**config.mk**
```make
export PLATFORM = sky130hd
export DESIGN_NAME = mu0_control
export DESIGN_NICKNAME = d
export VERILOG_FILES = /design/src/rtl/mu0_pkg.sv /design/src/rtl/mu0_decode.sv /design/src/rtl/mu0_control.sv
export SDC_FILE = /design/constraint.sdc
export NUM_CORES = 1
export LEC_CHECK = 0
export CAP_MARGIN = 20
export CELL_PAD_IN_SITES_DETAIL_PLACEMENT = 1
export CELL_PAD_IN_SITES_GLOBAL_PLACEMENT = 2
export CORE_ASPECT_RATIO = 0.75
export CORE_UTILIZATION = 12
export CTS_BUF_LIST = sky130_fd_sc_hd__clkbuf_8 sky130_fd_sc_hd__clkbuf_16
export CTS_CLUSTER_SIZE = 40
export DETAILED_ROUTE_END_ITERATION = 12
export PLACE_DENSITY = 0.74
export SYNTH_ARGS = -nofsm -noshare
export SYNTH_HDL_FRONTEND = slang
export SYNTH_SLANG_ARGS = --single-unit
```
**constraint.sdc**
```tcl
create_clock -name Clk -period 2.6 [get_ports Clk]
set_input_delay 0.26 -clock Clk [delete_from_list [all_inputs] [get_ports Clk]]
set_output_delay 0.26 -clock Clk [all_outputs]
set_load 0.005 [all_outputs]
```
**src/rtl/mu0_pkg.sv**
```systemverilog
// Shared MU0 encodings: opcodes, ALU function, B-input select, control state and control vector.
package mu0_pkg;

  localparam int unsigned OPCODE_W = 4;
  localparam int unsigned ALUFN_W  = 2;
  localparam int unsigned BSEL_W   = 2;

  localparam logic [OPCODE_W-1:0] OP_LDA = 4'd0;
  localparam logic [OPCODE_W-1:0] OP_STA = 4'd1;
  localparam logic [OPCODE_W-1:0] OP_ADD = 4'd2;
  localparam logic [OPCODE_W-1:0] OP_SUB = 4'd3;
  localparam logic [OPCODE_W-1:0] OP_JMP = 4'd4;
  localparam logic [OPCODE_W-1:0] OP_JGE = 4'd5;
  localparam logic [OPCODE_W-1:0] OP_JNE = 4'd6;
  localparam logic [OPCODE_W-1:0] OP_STP = 4'd7;

  localparam logic [ALUFN_W-1:0] ALU_PASS_B = 2'b00;
  localparam logic [ALUFN_W-1:0] ALU_ADD    = 2'b01;
  localparam logic [ALUFN_W-1:0] ALU_SUB    = 2'b10;
  localparam logic [ALUFN_W-1:0] ALU_INC_B  = 2'b11;

  localparam logic [BSEL_W-1:0] BSEL_MEM = 2'b00;
  localparam logic [BSEL_W-1:0] BSEL_PC  = 2'b01;
  localparam logic [BSEL_W-1:0] BSEL_IR  = 2'b10;

  typedef enum logic [1:0] {
    ST_FETCH   = 2'd0,
    ST_EXECUTE = 2'd1,
    ST_HALT    = 2'd2
  } state_e;

  typedef struct packed {
    logic               mem_rq;
    logic               rnw;
    logic               acc_oe;
    logic               addr_sel;
    logic [BSEL_W-1:0]  b_sel;
    logic [ALUFN_W-1:0] alu_fn;
    logic               acc_en;
    logic               pc_en;
    logic               ir_en;
    logic               halted;
  } ctrl_t;

endpackage

```
**src/rtl/mu0_decode.sv**
```systemverilog
// Combinational control-vector table: state, opcode, flags and memory ack to datapath controls.
module mu0_decode
  import mu0_pkg::*;
(
  input  state_e                state,
  input  logic [OPCODE_W-1:0]   opcode,
  input  logic                  acc_z,
  input  logic                  acc_n,
  input  logic                  mem_ack,
  output ctrl_t                 ctrl
);

  always_comb begin
    ctrl = '0;
    case (state)
      ST_FETCH: begin
        // One ack both loads IR and writes PC+1 into PC.
        ctrl.mem_rq   = 1'b1;
        ctrl.rnw      = 1'b1;
        ctrl.addr_sel = 1'b0;
        ctrl.b_sel    = BSEL_PC;
        ctrl.alu_fn   = ALU_INC_B;
        ctrl.ir_en    = mem_ack;
        ctrl.pc_en    = mem_ack;
      end
      ST_EXECUTE: begin
        case (opcode)
          OP_LDA, OP_ADD, OP_SUB: begin
            ctrl.mem_rq   = 1'b1;
            ctrl.rnw      = 1'b1;
            ctrl.addr_sel = 1'b1;
            ctrl.b_sel    = BSEL_MEM;
            ctrl.acc_en   = mem_ack;
            ctrl.alu_fn   = (opcode == OP_LDA) ? ALU_PASS_B :
                            (opcode == OP_ADD) ? ALU_ADD : ALU_SUB;
          end
          OP_STA: begin
            ctrl.mem_rq   = 1'b1;
            ctrl.rnw      = 1'b0;
            ctrl.addr_sel = 1'b1;
            ctrl.acc_oe   = 1'b1;
          end
          OP_JMP, OP_JGE, OP_JNE: begin
            ctrl.b_sel  = BSEL_IR;
            ctrl.alu_fn = ALU_PASS_B;
            ctrl.pc_en  = (opcode == OP_JMP) ? 1'b1 :
                          (opcode == OP_JGE) ? ~acc_n : ~acc_z;
          end
          default: ;
        endcase
      end
      ST_HALT: ctrl.halted = 1'b1;
      default: ;
    endcase
  end

endmodule

```
**src/rtl/mu0_control.sv**
```systemverilog
// MU0 fetch/execute sequencer; outputs are Mealy decodes of the current state, forced low in reset.
module mu0_control
  import mu0_pkg::*;
(
  input  logic                Clk,
  input  logic                Reset,
  input  logic [OPCODE_W-1:0] Opcode,
  input  logic                AccZ,
  input  logic                AccN,
  input  logic                MemAck,
  output logic                MemRq,
  output logic                RnW,
  output logic                AccOe,
  output logic                AddrSel,
  output logic [BSEL_W-1:0]   BSel,
  output logic [ALUFN_W-1:0]  AluFn,
  output logic                AccEn,
  output logic                PcEn,
  output logic                IrEn,
  output logic                Halted
);

  state_e state_q, state_d;
  ctrl_t  dec_ctrl, ctrl_c;

  mu0_decode u_decode (
    .state   (state_q),
    .opcode  (Opcode),
    .acc_z   (AccZ),
    .acc_n   (AccN),
    .mem_ack (MemAck),
    .ctrl    (dec_ctrl)
  );

  always_comb begin
    state_d = state_q;
    case (state_q)
      ST_FETCH: if (MemAck) state_d = ST_EXECUTE;
      ST_EXECUTE: begin
        case (Opcode)
          OP_LDA, OP_STA, OP_ADD, OP_SUB: if (MemAck) state_d = ST_FETCH;
          OP_STP:                         state_d = ST_HALT;
          default:                        state_d = ST_FETCH;
        endcase
      end
      ST_HALT: state_d = ST_HALT;
      default: state_d = ST_FETCH;
    endcase
  end

  always_ff @(posedge Clk) begin
    if (Reset) state_q <= ST_FETCH;
    else       state_q <= state_d;
  end

  // Reset dominates every output, abandoning any outstanding request.
  always_comb begin
    ctrl_c = dec_ctrl;
    if (Reset) ctrl_c = '0;
  end

  assign MemRq   = ctrl_c.mem_rq;
  assign RnW     = ctrl_c.rnw;
  assign AccOe   = ctrl_c.acc_oe;
  assign AddrSel = ctrl_c.addr_sel;
  assign BSel    = ctrl_c.b_sel;
  assign AluFn   = ctrl_c.alu_fn;
  assign AccEn   = ctrl_c.acc_en;
  assign PcEn    = ctrl_c.pc_en;
  assign IrEn    = ctrl_c.ir_en;
  assign Halted  = ctrl_c.halted;

endmodule

```
==> impl_metrics.env, run 1 <==
export IMPL_peakVddDrop_uv=298
export IMPL_p_int_uw=163
export IMPL_drive_gt1_frac=0.145
export IMPL_seqPwrFrac=0.164
export IMPL_largest_register_ffs=2
export IMPL_grtUsageTotal=0.0850
export IMPL_cts_hold_buf=0
export IMPL_ant_nets=0
export IMPL_finalCriticalPeriod_ns=2.05
export IMPL_grt_pass1_vias=271
export IMPL_regMostFlops="state_q"
export IMPL_post_dp_cell_area_sq_um=440
export IMPL_remaining_drc_errors=0
export IMPL_num_vias=285
export IMPL_slew_violations=0
export IMPL_numCtsBuffers=3
export IMPL_cts_max_level=1
export IMPL_grt_max_degree=7
export IMPL_drt_iter0_markers=0
export IMPL_final_area_sq_um=482
export IMPL_top_regs="state_q x2"
export IMPL_setup_ws_ns=0.550
export IMPL_p_clk_frac=0.582
export IMPL_dp_hpwl_um=602
export IMPL_clock_sinks=2
export IMPL_wl_um=735
export IMPL_die_w_um=50.8
export IMPL_coreArea_sq_um=1580
export IMPL_synth_seq_cells=2
export IMPL_first_pass_iters=1
export IMPL_fin_nets=66
export IMPL_pin_count=21
export IMPL_hold_viol=0
export IMPL_fin_crit_sh=0.788
export IMPL_postCtsResizedCells=0
export IMPL_r2r_slack_ns=1.60
export IMPL_fmax_ghz=0.488
export IMPL_antennaDiodeCount=0
export IMPL_overflow=0
export IMPL_die_area_sq_um=1960
export IMPL_start_util=0.136
export IMPL_rsz0062_at_grt="false"
export IMPL_power_uw=207
export IMPL_tightestPinTransition_ns=0.276
export IMPL_max_cap_violations=0
export IMPL_switching_share=0.213
export IMPL_post_cts_buffers=0
export IMPL_pwr_share_comb=0.254
export IMPL_wl_per_cell_um=9.67
export IMPL_synth_cell_type_count=16
export IMPL_port_buffers=20
export IMPL_routed_via_density=3.75
export IMPL_ys_seq_area_frac=0.187
export IMPL_final_common_cell="clkdlybuf4s50_1"
export IMPL_worstPathMaxFanout=4
export IMPL_routabilityCongestion=0.699
export IMPL_relSlewSlack=0.814
export IMPL_yosysTopAreaCell="dfxtp_1"
export IMPL_final_cell_mix="20 x clkdlybuf4s50_1, 5 x nor2_1, 5 x nand2_1, 4 x a21oi_1"
export IMPL_cts_buffer_depth=2
export IMPL_finClkSkew_ns=0.000219
export IMPL_fin_cells=76
export IMPL_arrival_ns=1.79
export IMPL_clock_latency_ns=0.21
export IMPL_grt_pass1_wl_um=1170
export IMPL_tns_ns=0
export IMPL_hp_class="in2reg"
export IMPL_status="finished, final reports clean"
export IMPL_row_count=12
export IMPL_critPathCaptureType="output port"
export IMPL_syn_to_final_growth_pct=125
export IMPL_antenna_found_initial=0
export IMPL_syn_area_per_cell_sq_um=6.69
export IMPL_die_height_um=38.6
export IMPL_clk_pin_slew_ns=0.03
export IMPL_ys_warn_count=0
export IMPL_synth_top_cells_by_area="dfxtp_1 19%, a21oi_1 9.4%, nand2_1 8.8%"
export IMPL_cp_required_ns=2.34
export IMPL_pre_cts_ws_ns=0.524
export IMPL_setup_viol_count_final=0
export IMPL_cts_root_buf="clkbuf_8"
export IMPL_cts_tree="built"
export IMPL_powerDensity_nw_per_um2=430
export IMPL_syn_instance_count=32
export IMPL_power_switching_uw=44.1
export IMPL_netlist_area_leader_share=0.187
export IMPL_netlist_area_sq_um=214
export IMPL_dp_cells=73
export IMPL_critPathKind="in2out"
export IMPL_critPathLaunchType="input pin"
export IMPL_synth_nets=41
export IMPL_p_leak_nw=0.201
-- metrics by stage --
step	util	hold WS (ns)
floorplan	-	0.357
global placement	0.279	0.706
detailed placement	0.279	0.704
CTS	0.306	0.665
global route	0.306	0.703
finish	0.306	0.663
-- critical path: stages --
cell	delay, ns
clkdlybuf4s50_1	0.49
nor3b_4	0.24
nand3b_2	0.14
o21ai_1	0.14
clkdlybuf4s50_1	0.51
-- cell type report --
class | instances | area [sq um]
fill | 200 | 1090
sequential | 2 | 40.0
timing repair buffer | 20 | 200
clock buffer | 3 | 41.3
multi-input combinational | 27 | 163
tap | 21 | 26.3
inverter | 3 | 11.3
-- per-layer routing --
layer,GRT usage,vias up,part of all wire
li1,-,157,-
met1,0.112,120,0.54
met2,0.117,8,0.42
met3,0.0235,0,0.044
met4,0.0625,0,0
met5,0,-,0
-- power by group through the flow --
stage / Sequential [mW] / Combinational (mW) / Clock [mW]
after floorplan: 0.0337 / 0.0172 / 0
after global placement: 0.0342 / 0.0530 / 0
after detailed placement: 0.0342 / 0.0533 / 0
after CTS: 0.0338 / 0.0537 / 0.125
after global routing: 0.0340 / 0.0582 / 0.128
final: 0.0340 / 0.0526 / 0.121
-- kinds of logic (layout without fill, tap and decap cells) --
group           after synthesis  count (layout)  synth area share
flops                         2               2             0.187
compound gates                9               9             0.251
simple gates                 18              18             0.509
buf+inv                       3              26            0.0526
-- path summary, 6_finish.rpt --
| kind | startpoint | endpoint | cells after the start |
|---|---|---|---|
| max | Reset | PcEn | 5 |
| min | MemAck | state_q[0]$_SDFFE_PP0P_ | 2 |
| max reg2reg | state_q[0]$_SDFFE_PP0P_ | state_q[1]$_SDFFE_PP0P_ | 3 |
| min reg2reg | state_q[0]$_SDFFE_PP0P_ | state_q[1]$_SDFFE_PP0P_ | 2 |
-- synthesized netlist by cell type --
master	n
o21ai_1	2
nor2_1	5
nor3_1	1
nand2b_1	2
nor3b_1	1
or2_2	1
a21boi_0	1
inv_1	3
nand3b_2	1
o21bai_2	1
nor3b_4	1
a21oi_1	4
and4_2	1
nand2_1	5
dfxtp_1	2
o21ai_0	1
Power figures use the tool's default switching activity.
==> inputs of run 2 (changes only) <==
CORE_UTILIZATION = 10   (was 12)
PLACE_DENSITY = 0.66   (was 0.74)
clock period = 1.8 ns   (was 2.6 ns; I/O delays follow)
==> impl_metrics.env, run 2 (same netlist as run 1, synthesis figures left out) <==
export IMPL_ant_nets=0
export IMPL_largest_register_ffs=2
export IMPL_remaining_drc_errors=0
export IMPL_peakVddDrop_uv=229
export IMPL_final_cell_mix="16 x clkdlybuf4s50_1, 5 x nand2_1, 5 x buf_4, 4 x nor2_1, 4 x a21oi_1"
export IMPL_wl_um=858
export IMPL_grt_pass1_wl_um=1430
export IMPL_cts_tree="built"
export IMPL_cts_root_buf="clkbuf_8"
export IMPL_grt_max_degree=7
export IMPL_arrival_ns=1.58
export IMPL_critPathKind="reg2out"
export IMPL_slew_violations=0
export IMPL_overflow=0
export IMPL_relSlewSlack=0.830
export IMPL_clock_latency_ns=0.21
export IMPL_routed_via_density=3.77
export IMPL_fin_nets=71
export IMPL_coreArea_sq_um=2010
export IMPL_setup_viol_count_final=0
export IMPL_start_util=0.106
export IMPL_drt_iter0_markers=2
export IMPL_fmax_ghz=0.569
export IMPL_finClkSkew_ns=0.00221
export IMPL_clk_pin_slew_ns=0.03
export IMPL_whs_ns=0.463
export IMPL_hp_class="in2reg"
export IMPL_grt_pass1_vias=336
export IMPL_fin_cells=84
export IMPL_critPathLaunchType="flop"
export IMPL_first_pass_iters=2
export IMPL_status="finished, final reports clean"
export IMPL_regMostFlops="state_q"
export IMPL_pin_count=21
export IMPL_worstPathMaxFanout=6
export IMPL_r2r_slack_ns=0.73
export IMPL_power_uw=310
export IMPL_antenna_found_initial=0
export IMPL_cts_hold_buf=0
export IMPL_fin_util=0.274
export IMPL_finalCriticalPeriod_ns=1.76
export IMPL_rsz0062_at_grt="true"
export IMPL_final_common_cell="clkdlybuf4s50_1"
export IMPL_fin_crit_sh=0.977
export IMPL_tightestPinTransition_ns=0.253
export IMPL_clock_sinks=2
export IMPL_die_height_um=42.1
export IMPL_grtUsageTotal=0.0831
export IMPL_routabilityCongestion=0.683
export IMPL_p_leak_nw=0.259
export IMPL_cts_buffer_depth=2
export IMPL_numCtsBuffers=3
export IMPL_dp_hpwl_um=693
export IMPL_wl_per_cell_um=10.2
export IMPL_hold_viol=0
export IMPL_die_w_um=55.4
export IMPL_drive_gt1_frac=0.317
export IMPL_tns_ns=0
export IMPL_syn_to_final_growth_pct=158
export IMPL_cts_max_level=1
export IMPL_max_cap_violations=0
export IMPL_antennaDiodeCount=0
export IMPL_top_regs="state_q x2"
export IMPL_die_area_sq_um=2330
export IMPL_powerDensity_nw_per_um2=562
export IMPL_cp_required_ns=1.62
export IMPL_port_buffers=20
export IMPL_critPathCaptureType="output port"
export IMPL_num_vias=317
export IMPL_row_count=14
export IMPL_dp_cells=80
[run 2: cell types whose count changed in the layout (fill, tap and decap cells not counted), moves of 2 or more]
| cell | delta |
|---|---|
| buf_4 | +5 |
| clkdlybuf4s50_1 | -4 |
| dlygate4sd2_1 | +2 |
| dlymetal6s2s_1 | +2 |
[run 2: area by class of cell]
type                    count  area [sq um]
repair buffers             25           240
well taps                  24          30.0
clock buffers               3          41.3
inverters                   3          11.3
fillers                   245          1460
flip-flops and latches      2          43.8
multi-input cells          27           185
[run 2: per-stage QoR]
stage / worst slack [ns] / cell area (sq um)
final: 0.0414 / 552
after CTS: 0.0191 / 524
after detailed placement: -0.0743 / 474
after floorplan: 0.762 / 214
after global routing: -0.0511 / 552
after global placement: -0.0848 / 474
[run 2: worst paths after layout]
kind	cells after the start	from	end
hold reg to reg	2	state_q[0]$_SDFFE_PP0P_	state_q[1]$_SDFFE_PP0P_
hold / removal	4	Opcode[2]	state_q[1]$_SDFFE_PP0P_
setup reg to reg	4	state_q[0]$_SDFFE_PP0P_	state_q[0]$_SDFFE_PP0P_
setup / recovery	4	state_q[0]$_SDFFE_PP0P_	PcEn
[run 2: power breakdown]
part	internal [mW]	switching [mW]	total, mW	leakage [nW]
registers	0.0462	0.00327	0.0494	0.0170
logic	0.0536	0.0317	0.0853	0.221
clock network	0.141	0.0342	0.176	0.0216
[run 2: critical path, stage by stage, from the launching register on]
cell and delay, ns:
dfxtp_4 0.37, nor3b_4 0.23, nand3b_2 0.13, o21ai_2 0.14
clkdlybuf4s50_1 0.50
[run 2: timing repair]
| item | 4_1_cts | 5_1_grt |
|---|---|---|
| pin swaps | 1 | 0 |
| endpoints found under the setup margin | 6 | 9 |
| gates resized for setup | 5 | 7 |
| buffers inserted | 1 | 0 |
[run 2: layer usage]
layer,wire (um),track usage
met4,6,0.0600
met2,402,0.133
met1,399,0.0896
met5,0,0
met3,50,0.0340
